[src/rtl/key_pkg.sv]
`default_nettype none
// ============================================================================
// Package  : key_pkg
// Brief    : Shared constants, event encoding and width helpers for the keypad
//            debouncer and its downstream consumers.
// Revision : 1.0 - initial release
// ============================================================================
package key_pkg;

    localparam int KEY_N_DEFAULT = 16;

    typedef enum logic [1:0] {
        EVT_NONE    = 2'd0,
        EVT_PRESS   = 2'd1,
        EVT_RELEASE = 2'd2,
        EVT_REPEAT  = 2'd3
    } key_evt_e;

    // Counter width that never collapses to zero bits for tiny ranges.
    function automatic int clog2_min1(input int value);
        return (value <= 2) ? 1 : $clog2(value);
    endfunction

endpackage
`default_nettype wire

[src/rtl/key_debounce_ch.sv]
`default_nettype none
// ============================================================================
// Module   : key_debounce_ch
// Brief    : One key channel: 2-FF sync, tick-sampled stability filter,
//            registered press/release pulses and auto-repeat generator.
// Revision : 1.0 - initial release
// ============================================================================
module key_debounce_ch
    import key_pkg::*;
#(
    parameter int STABLE_N     = 3,
    parameter int ACTIVE_LOW   = 1,
    parameter int REPEAT_EN    = 1,
    parameter int HOLD_TICKS   = 500,
    parameter int REPEAT_TICKS = 100
) (
    input  logic clk,
    input  logic rstn,
    input  logic i_key,
    input  logic i_tick,
    output logic o_level,
    output logic o_press,
    output logic o_release,
    output logic o_repeat
);

    localparam int              c_DW         = clog2_min1(STABLE_N + 1);
    localparam logic [c_DW-1:0] c_DIS_LAST   = c_DW'(STABLE_N - 1);
    localparam logic            c_IDLE_RAW   = (ACTIVE_LOW != 0);

    logic [1:0]      r_sync;
    logic            w_sample;
    logic            r_level;
    logic            r_level_d;
    logic [c_DW-1:0] r_dis_cnt;
    logic            w_level_nxt;
    logic [c_DW-1:0] w_dis_nxt;
    logic            r_press;
    logic            r_release;

    always_ff @(posedge clk or negedge rstn) begin
        if (!rstn) begin
            r_sync <= {2{c_IDLE_RAW}};
        end else begin
            r_sync <= {r_sync[0], i_key};
        end
    end

    assign w_sample = r_sync[1] ^ c_IDLE_RAW;

    always_comb begin
        w_level_nxt = r_level;
        w_dis_nxt   = r_dis_cnt;
        if (i_tick) begin
            if (w_sample == r_level) begin
                w_dis_nxt = '0;
            end else if (r_dis_cnt == c_DIS_LAST) begin
                w_level_nxt = w_sample;
                w_dis_nxt   = '0;
            end else begin
                w_dis_nxt = r_dis_cnt + c_DW'(1);
            end
        end
    end

    always_ff @(posedge clk or negedge rstn) begin
        if (!rstn) begin
            r_level   <= 1'b0;
            r_level_d <= 1'b0;
            r_dis_cnt <= '0;
            r_press   <= 1'b0;
            r_release <= 1'b0;
        end else begin
            r_level   <= w_level_nxt;
            r_level_d <= r_level;
            r_dis_cnt <= w_dis_nxt;
            r_press   <= r_level & ~r_level_d;
            r_release <= ~r_level & r_level_d;
        end
    end

    assign o_level   = r_level;
    assign o_press   = r_press;
    assign o_release = r_release;

    generate
        if (REPEAT_EN != 0) begin : g_rep
            localparam int              c_HW          = clog2_min1(HOLD_TICKS + 1);
            localparam logic [c_HW-1:0] c_HOLD_LAST   = c_HW'(HOLD_TICKS - 1);
            localparam logic [c_HW-1:0] c_HOLD_RELOAD = c_HW'(HOLD_TICKS - REPEAT_TICKS);

            logic [c_HW-1:0] r_hold_cnt;
            logic            r_rep_evt;
            logic            r_repeat;

            // The event is delayed one extra clk so repeats line up with the press pulse timing.
            always_ff @(posedge clk or negedge rstn) begin
                if (!rstn) begin
                    r_hold_cnt <= '0;
                    r_rep_evt  <= 1'b0;
                    r_repeat   <= 1'b0;
                end else begin
                    r_rep_evt <= 1'b0;
                    r_repeat  <= r_rep_evt;
                    if (!w_level_nxt) begin
                        r_hold_cnt <= '0;
                    end else if (i_tick && r_level) begin
                        if (r_hold_cnt == c_HOLD_LAST) begin
                            r_hold_cnt <= c_HOLD_RELOAD;
                            r_rep_evt  <= 1'b1;
                        end else begin
                            r_hold_cnt <= r_hold_cnt + c_HW'(1);
                        end
                    end
                end
            end

            assign o_repeat = r_repeat;
        end else begin : g_no_rep
            assign o_repeat = 1'b0;
        end
    endgenerate

endmodule
`default_nettype wire

[src/rtl/key_debounce_multi.sv]
`default_nettype none
// ============================================================================
// Module   : key_debounce_multi
// Brief    : N-channel keypad debouncer with shared sample tick, priority key
//            code and multi-press flag.
// Revision : 1.0 - initial release
// ============================================================================
module key_debounce_multi
    import key_pkg::*;
#(
    parameter int N_KEYS       = KEY_N_DEFAULT,
    parameter int TICK_DIV     = 1000,
    parameter int STABLE_N     = 3,
    parameter int ACTIVE_LOW   = 1,
    parameter int REPEAT_EN    = 1,
    parameter int HOLD_TICKS   = 500,
    parameter int REPEAT_TICKS = 100
) (
    input  logic                          clk,
    input  logic                          rstn,
    input  logic [N_KEYS-1:0]             key_in,
    output logic [N_KEYS-1:0]             key_level,
    output logic [N_KEYS-1:0]             press_pulse,
    output logic [N_KEYS-1:0]             release_pulse,
    output logic [N_KEYS-1:0]             repeat_pulse,
    output logic                          key_valid,
    output logic [clog2_min1(N_KEYS)-1:0] key_code,
    output logic                          multi_press
);

    localparam int              c_TW        = clog2_min1(TICK_DIV);
    localparam int              c_CW        = clog2_min1(N_KEYS);
    localparam int              c_PW        = clog2_min1(N_KEYS + 1);
    localparam logic [c_TW-1:0] c_TICK_LAST = c_TW'(TICK_DIV - 1);

    logic [c_TW-1:0]   r_tick_cnt;
    logic              w_tick;
    logic [N_KEYS-1:0] w_evt;
    logic [c_PW-1:0]   w_pop;
    logic              r_multi;

    always_ff @(posedge clk or negedge rstn) begin
        if (!rstn) begin
            r_tick_cnt <= '0;
        end else if (w_tick) begin
            r_tick_cnt <= '0;
        end else begin
            r_tick_cnt <= r_tick_cnt + c_TW'(1);
        end
    end

    assign w_tick = (r_tick_cnt == c_TICK_LAST);

    generate
        for (genvar gi = 0; gi < N_KEYS; gi++) begin : g_ch
            key_debounce_ch #(
                .STABLE_N     (STABLE_N),
                .ACTIVE_LOW   (ACTIVE_LOW),
                .REPEAT_EN    (REPEAT_EN),
                .HOLD_TICKS   (HOLD_TICKS),
                .REPEAT_TICKS (REPEAT_TICKS)
            ) u_ch (
                .clk       (clk),
                .rstn      (rstn),
                .i_key     (key_in[gi]),
                .i_tick    (w_tick),
                .o_level   (key_level[gi]),
                .o_press   (press_pulse[gi]),
                .o_release (release_pulse[gi]),
                .o_repeat  (repeat_pulse[gi])
            );
        end
    endgenerate

    assign w_evt     = press_pulse | repeat_pulse;
    assign key_valid = |w_evt;

    // Scan downward so the lowest active index is the last one written.
    always_comb begin
        key_code = '0;
        for (int i = N_KEYS - 1; i >= 0; i--) begin
            if (w_evt[i]) begin
                key_code = c_CW'(i);
            end
        end
    end

    always_comb begin
        w_pop = '0;
        for (int i = 0; i < N_KEYS; i++) begin
            w_pop = w_pop + c_PW'(key_level[i]);
        end
    end

    always_ff @(posedge clk or negedge rstn) begin
        if (!rstn) begin
            r_multi <= 1'b0;
        end else begin
            r_multi <= (w_pop > c_PW'(1));
        end
    end

    assign multi_press = r_multi;

endmodule
`default_nettype wire
[config.mk]
export PLATFORM = sky130hd
export DESIGN_NAME = key_debounce_multi
export DESIGN_NICKNAME = d
export VERILOG_FILES = /design/src/rtl/key_pkg.sv /design/src/rtl/key_debounce_ch.sv /design/src/rtl/key_debounce_multi.sv
export SDC_FILE = /design/constraint.sdc
export NUM_CORES = 1
export LEC_CHECK = 0
export ABC_CLOCK_PERIOD_IN_PS = 13900
export CAP_MARGIN = 30
export CORE_MARGIN = 2
export CORE_UTILIZATION = 36
export CTS_CLUSTER_DIAMETER = 50
export CTS_CLUSTER_SIZE = 24
export DETAILED_ROUTE_END_ITERATION = 16
export MAX_ROUTING_LAYER = met4
export REMOVE_ABC_BUFFERS = 1
export SYNTH_ARGS = -nofsm -noshare
export SYNTH_HDL_FRONTEND = slang
export SYNTH_HIERARCHICAL = 1
export SYNTH_SLANG_ARGS = --single-unit
[constraint.sdc]
create_clock -name clk -period 13.9 [get_ports clk]
set_input_delay 2.085 -clock clk [delete_from_list [all_inputs] [get_ports clk]]
set_output_delay 2.085 -clock clk [all_outputs]
set_load 0.1 [all_outputs]
# [After elaboration in Yosys (flattened, before gate mapping)]
# Cells that the tools add are included.
# Widths: inputs -> output; s select.
[totals] elab_cells=551 reg_bits=315 in_bits=18 out_inout_bits=70
[classes] bitwise_logic=81 mux=193 n_eq_ne=65 add_sub_neg=48 reduce_logical=17 n_lt_le_gt_ge=1
[ops] operator="$mux 9" count=48
[ops] operator="$add 9x1->9 const B" count=16
[ops] operator="$eq 9x9->1 const B" count=16
[ops] operator="$mux 1" count=96
[ops] operator="$mux 2" count=32
[ops] operator="$mux 4" count=16
[ops] operator="$add 5x1->5" count=11
[ops] operator="$not 1->1" count=48
[ops] operator="$add 2x1->2 const B" count=16
[ops] operator="$and 1x1->1" count=32
[ops] operator="$eq 2x2->1 const B" count=16
[ops] operator="$ne 2x2->1 const B" count=16
[ops] operator="$eq 1x1->1" count=16
[ops] operator="$logic_and 1x1->1" count=16
[ops] operator="$or 16x16->16" count=1
[ops] operator="$reduce_or 16->1" count=1
[ops] operator="$add 10x1->10 const B" count=1
[ops] operator="$eq 10x10->1 const B" count=1
[ops] operator="$mux 10" count=1
[ops] operator="$add 4x1->5" count=1
[ops] operator="$gt 5x1->1 const B" count=1
[ops] operator="$add 3x1->4" count=1
[ops] operator="$add 2x1->3" count=1
[ops] operator="$add 1x1->2" count=1

# [Longest topological paths before layout]
[depth] ltp_word=17 mapped_depth=13 mapped_depth_nobuf=13

# [Modules after synthesis]
# The synthesis kept the hierarchy.
[modules_own_cells] module="key_debounce_ch" area_each_um2=858.3 seq_area_each_um2=478.0 cells_each=78 n_inst=16
[modules_own_cells] module="key_debounce_multi" area_each_um2=1118.6 seq_area_each_um2=275.3 cells_each=131 n_inst=1

# [Least setup slack after synthesis]
# Ideal clock, no wire load.
[synth_timing] path_type="register -> output" from="reg g_ch[3].u_ch.r_press" to="out key_code[3]" n_path_buf=0 path_stages_with_launch=4 required_ns=11.815 path_slack_ns=7.505 t_arrival_ns=4.310 path_cell_list="dfrtp_1 -> nor4_1 -> nand2_1 -> nor4_1"
[synth_between] elab_chain_len=5
[synth_lines] item="start: declaration" line_no="key_debounce_ch.sv:38" text="logic r_press;"
[synth_lines] item="start signal: assignment" line_no="key_debounce_ch.sv:77" text="r_press <= r_level & ~r_level_d;"
[synth_lines] item="$or 16x16->16" line_no="key_debounce_multi.sv:75" text="assign w_evt = press_pulse | repeat_pulse;"
[synth_lines] item="$mux 4 (4 in a row)" line_no="key_debounce_multi.sv:82" text="if (w_evt[i]) begin"
[synth_lines] item="end: declaration" line_no="key_debounce_multi.sv:27" text="output logic [clog2_min1(N_KEYS)-1:0] key_code,"
# Every way passes these cells.

# [Worst setup path in the final report]
[layout_timing] from="reg g_ch[3].u_ch.g_rep.r_repeat" to="out key_code[3]"
[layout_between] elab_chain_len=5
[layout_lines] item="start: declaration" line_no="key_debounce_ch.sv:94" text="logic r_repeat;"
[layout_lines] item="start signal: assignment" line_no="key_debounce_ch.sv:104" text="r_repeat <= r_rep_evt;"
[layout_lines] item="$or 16x16->16" line_no="key_debounce_multi.sv:75"
[layout_lines] item="$mux 4 (4 in a row)" line_no="key_debounce_multi.sv:82"
# Every way passes these cells.

==> impl_results.md <==
- Worst hold path class: reg2reg
- FF-to-FF path depth: 12
- CTS tree: built
- Flop pwr share: 47.8%
- Most frequent cells in the layout: dfrtp_1 (283), nand2_1 (153), inv_1 (90)
- Clk buf depth: 3
- Die Ht: 207 µm
- Critical Path, Cell by Cell: nor4_1 > nand2_1 > nor4_1 > clkdlybuf4s50_1
- Clock slew at reported path FFs: ~70 ps
- Final min period: ~5700 ps
- Final Total Pwr: roughly 0.0019 W
- Clock power share: 50.8%
- Final hold violations: 0
- Largest net degree at the start of global routing: around 140
- Slew Limit Fails: 0
- Detailed Route Iter0 Violations: 835
- Initial antenna violation count: 0
- Num ports: 88
- CP Depth: 4
- Remaining antenna violation count: 0
- RSZ-0062 raised after global routing: false
- Buffers added on ports: 87
- R2R Path End: multi_press$_DFF_PN0_
- CP max stage cell: clkdlybuf4s50_1
- Critical path arrival: around 3600 ps
- Startpoint types: flop
- Register-to-register setup slack: 9430 ps
- Skew final: roughly 23 ps
- CP bufs+invs: 1
- Switch Pwr: about 0.00043 W
- Slew margin rel.: a little over a quarter
- Critical Path End Type: primary output
- DR WL/cell: approximately 17 µm
- Max Clock Freq: around 180 MHz
- Post-synthesis sequential area ratio: a little over half
- Width of the die: between 200 and 250 µm
- Required @ worst endpoint: ~12,000 ps
- Number of synthesized flops with an enable pin: 0
- Pleak: ~8.4 nW
- Max Cap Violations: 0
- Ys Warns: 6
- DP HPWL: 24,300 µm
- Layout area overhead: 24.2%
- Synthesized cell area: 14,900 µm²
- Drt drc: 0
- Setup-failing EPs final: 0
- CP max FO: 3
- Async set or reset register ratio after synthesis: 100%
- CTS sink count: 315
- Crit path largest cell delay: 1270 ps
- Num rows: 74
- Non-filler cells in the finished layout: approximately 2,100
- DRT Pass-1 Iters: 5
- Crit path launch: g_ch[3].u_ch/o_repeat$_DFF_PN0_
- Clk_lat worst skew: about 550 ps
- Worst Setup EP: key_code[3]
- Int Pwr: between 0.0015 and 0.002 W
- Nets@finish: around 1,600
- Status: completed
- Power Dens Cells: 105 nW/µm²
- Die area: between 40,000 and 50,000 µm²
- Slew of the pin with the lowest slew margin: ~1100 ps
- Drt total wl: 34,500 µm
- RD Place Congestion: around 0.85
- Initial Util: 36.5%
- Inserted Diodes: 0
- Gate Count Post-Synth: around 1,400
- Distinct cell type count after synthesis: 50
- Share of post-route cells with drive strength above 1: 12.8%
- Global-route wire length before repair: roughly 57,000 µm
- Crit path kind: reg2out
- Fin crit share: about two fifths
- Post-CTS setup buffers: 0
- GRT Overall Usage: between 10% and 20%
- CTS Hold Bufs: 0
- Top_reg_cell synth: dfrtp_1
- Max VDD drop: around 0.064 mV
- CTS root buf: clkbuf_16
- Vias post-DR: approximately 11,000
- Worst r2r src: g_ch[7].u_ch/o_level$_DFF_PN0_
- Commonest non-fill, non-tap cell in the layout: dfrtp_1
- Setup TNS: 0 ps
- Dpl cells: about 2,000
- Core Footprint: 40,700 µm²
- Htree depth: 2
- CTS buffer count: 36
- Total grt overflow: 0
- Mean Syn Cell Area: between 10 and 15 µm²
- Crit-path most repeated cell: nor4_1
- Combinational Power Share: 1.4%
- Vias per cell: ~5.3
- Switch share: roughly 22%
- CTS resizes: 0
- Delay-heaviest family, CP: simple AND/OR/NAND/NOR gates
- Yosys reg bits: roughly 320
- Number of global-route vias before repair: between 10,000 and 15,000
## synthesized netlist by cell type, drive strengths merged, types with 3 or more instances
cell / n / share of area (%)
dfrtp: 283 / 48
nand2: 153 / 3.9
o21ai: 99 / 3.3
inv: 90 / 2.3
nor2: 64 / 2.4
a21oi: 52 / 1.8
nand3: 52 / 1.8
mux2i: 48 / 3.2
nand4: 35 / 1.5
nor3: 35 / 1.2
a22o: 33 / 1.9
and4: 32 / 1.9
dfstp: 32 / 5.7
nand3b: 32 / 1.6
ha: 22 / 1.9
nor2b: 18 / 0.76
a31oi: 17 / 0.72
and3: 17 / 0.72
nand2b: 17 / 0.72
or3: 17 / 0.72
a211o: 16 / 0.94
a21o: 16 / 0.81
a32oi: 16 / 0.94
a41o: 16 / 1.1
and3b: 16 / 0.94
and4bb: 16 / 1.3
buf: 16 / 0.54
o211a: 16 / 1.1
o211ai: 16 / 0.81
o22ai: 16 / 1.3
o2bb2ai: 16 / 0.94
or2: 16 / 0.67
fa: 10 / 1.3
nor4: 8 / 0.44
o31ai: 4 / 0.20
or4: 3 / 0.20
xnor2: 3 / 0.18
xor2: 3 / 0.18
## stage by stage
stage | setup WS [ps] | utilization, % | hold WS (ps) | area [µm²]
after floorplan | 7500 | - | 331 | 14800
after global placement | 8860 | 40.1 | 334 | 16300
after detailed placement | 8840 | 42.2 | 335 | 17200
after CTS | 8240 | 45.3 | 348 | 18500
after global routing | 8130 | 45.3 | 348 | 18500
final | 8220 | 45.3 | 347 | 18500
## sequential cells by signal, summed over array words and instances (netlist names)
register,flops
g_ch.u_ch/r_dis_cnt,32
multi_press,1
g_ch.u_ch/g_rep.r_hold_cnt,144
g_ch.u_ch/o_release,16
g_ch.u_ch/o_repeat,16
g_ch.u_ch/o_level,16
g_ch.u_ch/r_level_d,16
g_ch.u_ch/o_press,16
g_ch.u_ch/g_rep.r_rep_evt,16
r_tick_cnt,10
g_ch.u_ch/r_sync,32
## logic make-up after synthesis
group,count (synthesis),share of synthesized area [%]
simple gates,532,20.8
compound gates,339,16.2
flops,315,53.3
buf+inv,107,2.85
mux,48,3.24
fa+ha+maj,32,3.20
xor+xnor,6,0.354
## layer usage
layer | wire (µm) | part of all wire [%] | vias to the layer above | global-route usage (%)
met4 | 767 | 2.2 | 0 | 4.88
met5 | 0 | 0 | - | -
met3 | 1560 | 4.5 | 46 | 3.90
li1 | - | - | 5420 | -
met2 | 15900 | 46 | 183 | 25.2
met1 | 16400 | 47 | 5465 | 22.2
## final cells by class
cell class / count / area, µm²
clock buffer: 43 / 978
clock inverter: 23 / 275
fill: 3722 / 22300
inverter: 90 / 338
multi-input combinational: 957 / 6510
sequential: 315 / 7920
tap: 532 / 666
timing repair buffer: 123 / 1770
## power groups by stage
| stage | clock (W) | combinational [W] | sequential (W) |
|---|---|---|---|
| 3_5_place_dp | 0 | 0.0000287 | 0.000945 |
| 2_1_floorplan | 0 | 0.00000354 | 0.000944 |
| 3_3_place_gp | 0 | 0.0000281 | 0.000945 |
| 5_1_grt | 0.00106 | 0.0000318 | 0.000928 |
| 4_1_cts | 0.00102 | 0.0000287 | 0.000928 |
| 6_report | 0.000987 | 0.0000268 | 0.000929 |
## how the worst min path moves through the flow
stage | from | to | slack (ps) | depth (start not counted)
floorplan | g_ch[0].u_ch/g_rep.r_rep_evt$_DFF_PN0_ | g_ch[0].u_ch/o_repeat$_DFF_PN0_ | 330 | 0
global placement | g_ch[10].u_ch/g_rep.r_rep_evt$_DFF_PN0_ | g_ch[10].u_ch/o_repeat$_DFF_PN0_ | 330 | 0
detailed placement | g_ch[10].u_ch/g_rep.r_rep_evt$_DFF_PN0_ | g_ch[10].u_ch/o_repeat$_DFF_PN0_ | 330 | 0
CTS | g_ch[10].u_ch/g_rep.r_rep_evt$_DFF_PN0_ | g_ch[10].u_ch/o_repeat$_DFF_PN0_ | 350 | 0
global route | g_ch[10].u_ch/g_rep.r_rep_evt$_DFF_PN0_ | g_ch[10].u_ch/o_repeat$_DFF_PN0_ | 350 | 0
finish | g_ch[10].u_ch/g_rep.r_rep_evt$_DFF_PN0_ | g_ch[10].u_ch/o_repeat$_DFF_PN0_ | 350 | 0
(Power assumes the default switching activity.)
